$ cat src/rtl/lc4_xm_stage.sv
// LC4 execute-to-memory boundary: X/M register, branch/jump redirect, NZP register with late load update.
// Optional perf counters are enabled by defining LC4_XM_PERF_CNT_EN.
module lc4_xm_stage #(
    parameter logic [2:0] NZP_RESET = 3'b010
) (
    input  logic        clk,
    input  logic        rst_n,
    input  logic        gwe,
    input  logic        i_stall,
    input  logic        i_flush,
    input  logic        i_valid,
    input  logic [15:0] i_insn,
    input  logic [15:0] i_pc,
    input  logic [15:0] i_alu_result,
    input  logic [15:0] i_r2data,
    input  logic [2:0]  i_rd_sel,
    input  logic        i_regfile_we,
    input  logic        i_nzp_we,
    input  logic        i_is_load,
    input  logic        i_is_store,
    input  logic        i_is_branch,
    input  logic        i_is_control,
    input  logic        i_is_link,
    input  logic        i_wb_nzp_we,
    input  logic [2:0]  i_wb_nzp,
    output logic        o_valid,
    output logic [15:0] o_insn,
    output logic [15:0] o_pc,
    output logic [15:0] o_result,
    output logic [15:0] o_store_data,
    output logic [2:0]  o_rd_sel,
    output logic        o_regfile_we,
    output logic        o_is_load,
    output logic        o_is_store,
    output logic [2:0]  o_nzp,
    output logic        o_redirect,
    output logic [15:0] o_redirect_pc
`ifdef LC4_XM_PERF_CNT_EN
    ,
    output logic [15:0] o_redirect_cnt,
    output logic [15:0] o_bubble_cnt
`endif
);

    typedef struct packed {
        logic        valid;
        logic [15:0] insn;
        logic [15:0] pc;
        logic [15:0] result;
        logic [15:0] store_data;
        logic [2:0]  rd_sel;
        logic        regfile_we;
        logic        is_load;
        logic        is_store;
    } xm_t;

    function automatic logic [2:0] nzp_of(input logic [15:0] v);
        if (v == 16'h0000) return 3'b010;
        else if (v[15])    return 3'b100;
        else               return 3'b001;
    endfunction

    xm_t        xm_q, xm_d;
    logic [2:0] nzp_q, nzp_d;
    logic [1:0] ld_cnt_q, ld_cnt_d;

    logic        capture, bubble, wb_apply, taken;
    logic [2:0]  eff_nzp;
    logic [15:0] wb_val;

    assign capture = gwe & ~i_flush & ~i_stall;
    assign bubble  = gwe & i_flush;
    assign wb_val  = i_is_link ? (i_pc + 16'd1) : i_alu_result;

    // A W-stage load NZP only counts while a load writer is still outstanding.
    assign wb_apply = i_wb_nzp_we & (ld_cnt_q != 2'd0);
    assign eff_nzp  = wb_apply ? i_wb_nzp : nzp_q;
    assign taken    = i_valid & i_is_branch & ((i_insn[11:9] & eff_nzp) != 3'b000);

    assign o_redirect    = gwe & ~i_stall & ~i_flush & rst_n & i_valid & (taken | i_is_control);
    assign o_redirect_pc = i_alu_result;

    always_comb begin
        xm_d = xm_q;
        if (bubble) begin
            xm_d = '0;
        end else if (capture) begin
            xm_d.valid      = i_valid;
            xm_d.insn       = i_insn;
            xm_d.pc         = i_pc;
            xm_d.result     = wb_val;
            xm_d.store_data = i_r2data;
            xm_d.rd_sel     = i_rd_sel;
            xm_d.regfile_we = i_regfile_we & i_valid;
            xm_d.is_load    = i_is_load & i_valid;
            xm_d.is_store   = i_is_store & i_valid;
        end
    end

    always_comb begin
        nzp_d    = nzp_q;
        ld_cnt_d = ld_cnt_q;
        if (gwe) begin
            if (wb_apply) begin
                nzp_d    = i_wb_nzp;
                ld_cnt_d = ld_cnt_q - 2'd1;
            end
            if (capture && i_valid && i_nzp_we) begin
                if (!i_is_load) begin
                    // Younger non-load writer supersedes any pending load result.
                    nzp_d    = nzp_of(wb_val);
                    ld_cnt_d = 2'd0;
                end else if (!wb_apply) begin
                    ld_cnt_d = (ld_cnt_q == 2'd2) ? 2'd2 : ld_cnt_q + 2'd1;
                end else begin
                    ld_cnt_d = ld_cnt_q;
                end
            end
        end
    end

    always_ff @(posedge clk) begin
        if (!rst_n) begin
            xm_q     <= '0;
            nzp_q    <= NZP_RESET;
            ld_cnt_q <= 2'd0;
        end else begin
            xm_q     <= xm_d;
            nzp_q    <= nzp_d;
            ld_cnt_q <= ld_cnt_d;
        end
    end

    assign o_valid      = xm_q.valid;
    assign o_insn       = xm_q.insn;
    assign o_pc         = xm_q.pc;
    assign o_result     = xm_q.result;
    assign o_store_data = xm_q.store_data;
    assign o_rd_sel     = xm_q.rd_sel;
    assign o_regfile_we = xm_q.regfile_we;
    assign o_is_load    = xm_q.is_load;
    assign o_is_store   = xm_q.is_store;
    assign o_nzp        = nzp_q;

`ifdef LC4_XM_PERF_CNT_EN
    logic [15:0] redirect_cnt_q, redirect_cnt_d;
    logic [15:0] bubble_cnt_q, bubble_cnt_d;

    always_comb begin
        redirect_cnt_d = redirect_cnt_q;
        bubble_cnt_d   = bubble_cnt_q;
        if (o_redirect && redirect_cnt_q != 16'hFFFF) redirect_cnt_d = redirect_cnt_q + 16'd1;
        if (bubble && bubble_cnt_q != 16'hFFFF)       bubble_cnt_d   = bubble_cnt_q + 16'd1;
    end

    always_ff @(posedge clk) begin
        if (!rst_n) begin
            redirect_cnt_q <= 16'd0;
            bubble_cnt_q   <= 16'd0;
        end else begin
            redirect_cnt_q <= redirect_cnt_d;
            bubble_cnt_q   <= bubble_cnt_d;
        end
    end

    assign o_redirect_cnt = redirect_cnt_q;
    assign o_bubble_cnt   = bubble_cnt_q;
`endif

endmodule

$ cat config.mk
export PLATFORM = sky130hd
export DESIGN_NAME = lc4_xm_stage
export DESIGN_NICKNAME = d
export VERILOG_FILES = /design/src/rtl/lc4_xm_stage.sv
export SDC_FILE = /design/constraint.sdc
export NUM_CORES = 1
export LEC_CHECK = 0
export ABC_AREA = 1
export CAP_MARGIN = 30
export CORE_ASPECT_RATIO = 0.7
export CORE_MARGIN = 2
export CORE_UTILIZATION = 44
export DETAILED_ROUTE_END_ITERATION = 12
export GPL_TIMING_DRIVEN = 1
export PLACE_DENSITY = 0.86
export SYNTH_ARGS = -nofsm -noshare
export SYNTH_HDL_FRONTEND = slang
export SYNTH_SLANG_ARGS = --single-unit
$ cat constraint.sdc
create_clock -name clk -period 5.2 [get_ports clk]
set_input_delay 1.04 -clock clk [delete_from_list [all_inputs] [get_ports clk]]
set_output_delay 1.04 -clock clk [all_outputs]
set_load 0.01 [all_outputs]
==> out/results.txt <==
Hold WS: 0.464 ns
most frequent cell after synthesis: nand2_1
largest stage delay on the critical path: 0.56 ns
RSZ-0062 raised after global routing: no
Critical Path Stages: 8
setup_tns: 0 ns
worst r2r src: ld_cnt_q[0]$_SDFFE_PN0P_
Final Max Tran Viols: 0
#FFs+latches synth: 76
Final nets: 747
Avg Cell Area, Syn: 7.08 um^2
1st-iter DRT viols: 268
worst path cell trace: clkdlybuf4s50_1 > inv_2 > nor2_4 > nand2_4 > nor2_4 > inv_1 > nor3_1 > clkdlybuf4s50_1
final antenna-violating net count: 0
Min-Delay Path Depth: 2
Lkg Pwr: 0.00225 uW
setup ws final: 1.04 ns
PwrDens: 277 mW/mm^2
outcome: completed
CP delay by family, top: buffers and inverters
# Post-CTS Setup Buffers: 0
Vias/cell: 5.09
CP Buf/Inv Count: 4
Final Hold Viols: 0
wl on met1: 4960 um
start point of the critical path: gwe
first-pass GRT wire length: 17200 um
Slew @ Worst Pin: 0.940 ns
met3 wire len: 768 um
Worst setup EP type: output pin
Hold Path Class: reg -> reg
synth warn: 0
WS Path Type: in -> out
total CTS buffers: 9
CTS root buffer: clkbuf_16
uppermost layer routed: met4
slowest CP cell: clkdlybuf4s50_1
die span in x: 113 um
Area contributors post-synth: dfxtp_1, nand2_1, a21oi_1, inv_1, o21ai_0
clock latency on the worst-skew pair: 0.32 ns
pre-CTS setup slack: 1.03 ns
Max Fanout on Critical Path: 44
Routed wire per std cell: 14.3 um
# DRC: 0
post_cts resized: 0
post-synthesis sequential area ratio: 0.419
met2 wire len: 5180 um
Core ar.: 0.00794 mm^2
area delta synth->final: 56.4%
CTS Hold Bufs: 0
initial core utilization: 0.457
Clk pin slew, worst setup/hold paths: 0.06 ns
CP Data Required Time: 4.16 ns
clock buffer depth: 2
startpoint types: input pin
worst vdd ir: 0.241 mV
Syn Std Cell Area: 0.00363 mm^2
final setup vio count: 0
Max Fclk: 240 MHz
skew final: 0.00132 ns
ys flop type: dfxtp_1
Die ar.: 0.00900 mm^2
Final Cycle Share: 0.801
DRT Pass-1 Iters: 6
post-synth cell types: 29
max_cap viols: 0
Post-synth EDFFs: 0
row cnt: 27
GP Congestion: 0.823
vias: 3901
initial antenna violation count: 0
H-tree levels: 3
largest net degree at the start of global routing: 65
post-synth top area share: 0.419
# IOs: 175
I/O Buffers: 174
clock sink total: 76
detailed-route wire length: 11000 um
depth of the most critical reg-to-reg path: 9
area leader, netlist: dfxtp_1
syn_nets: 598
share of cells above drive strength 1: 0.0901
critical path arrival: 3.12 ns
HP Start: o_store_data[11]$_SDFFE_PP0P_
CTS tree: done
n_diodes: 0
Async S/R FF share, synth: 0
Post-synth top cells: nand2_1, dfxtp_1, a21oi_1
Rel. slew slack: 0.371
cells after synthesis: 512
dpl hpwl: 8290 um
GR Overflow Total: 0
vias in the first global route: 3655
fin crit period: 4.16 ns
total track usage: 0.240
Die H: 80.0 um
## placed cells by master (no fill, tap or decap), types with 5 or more instances in the layout
cell type | netlist | layout
a21oi_1 | 67 | 66
clkbuf_16 | 0 | 9
clkdlybuf4s50_1 | 0 | 174
dfxtp_1 | 76 | 76
inv_1 | 41 | 41
nand2_1 | 157 | 157
nand2_2 | 6 | 6
nand3_1 | 24 | 24
nand4_1 | 5 | 5
nor2_1 | 12 | 12
nor2_4 | 8 | 8
o211ai_1 | 13 | 13
o21ai_0 | 26 | 26
or2_2 | 12 | 12
## worst min-delay path, cell delays in order (launching register included)
cell	delay [ns]
dfxtp_1	0.31
nand2_1	0.06
a21oi_1	0.05
## power breakdown
group          internal (uW)  switching, uW
logic                    128            115
clock network            472            249
registers                600           9.85
total                   1200            373
## final timing paths
kind / to / slack [ns]
max reg2reg: o_nzp[2]$_SDFFE_PN0P_ / 3.62
max: o_redirect / 1.04
min reg2reg: o_store_data[11]$_SDFFE_PP0P_ / 0.46
min: o_store_data[11]$_SDFFE_PP0P_ / 0.46
## cell type report
type / count / area (um^2)
fill: 657 / 2270
sequential: 76 / 1520
inverter: 45 / 169
multi-input combinational: 351 / 1720
clock inverter: 7 / 121
clock buffer: 9 / 225
tap: 101 / 126
timing repair buffer: 178 / 1790
## registers in the layout, indices dropped and copies added, names as in the netlist
| register | count |
|---|---|
| o_is_store | 1 |
| o_regfile_we | 1 |
| o_valid | 1 |
| o_nzp | 3 |
| o_rd_sel | 3 |
| o_insn | 16 |
| ld_cnt_q | 2 |
| o_pc | 16 |
| o_store_data | 16 |
| o_is_load | 1 |
| o_result | 16 |
## logic make-up after synthesis
kind of cell               synth area share
AOI/OAI and AO/OA                     0.173
adders and majority gates           0.00690
buffers and inverters                 0.108
DFF                                   0.419
and+or+nand+nor                       0.293
## layer usage
layer / GRT usage / up-vias
li1: - / 1946
met1: 0.311 / 1800
met2: 0.407 / 148
met3: 0.0562 / 7
met4: 0.0598 / 0
met5: 0 / -
## metrics by stage
stage,cell area (um^2),total power (uW),std cells,utilization
floorplan,3630,729,512,-
global placement,5300,856,750,0.667
detailed placement,5330,864,751,0.671
CTS,5670,1590,767,0.715
global route,5670,1640,767,0.715
finish,5670,1570,767,0.715
Note: power is estimated with default switching activity, not from simulation.
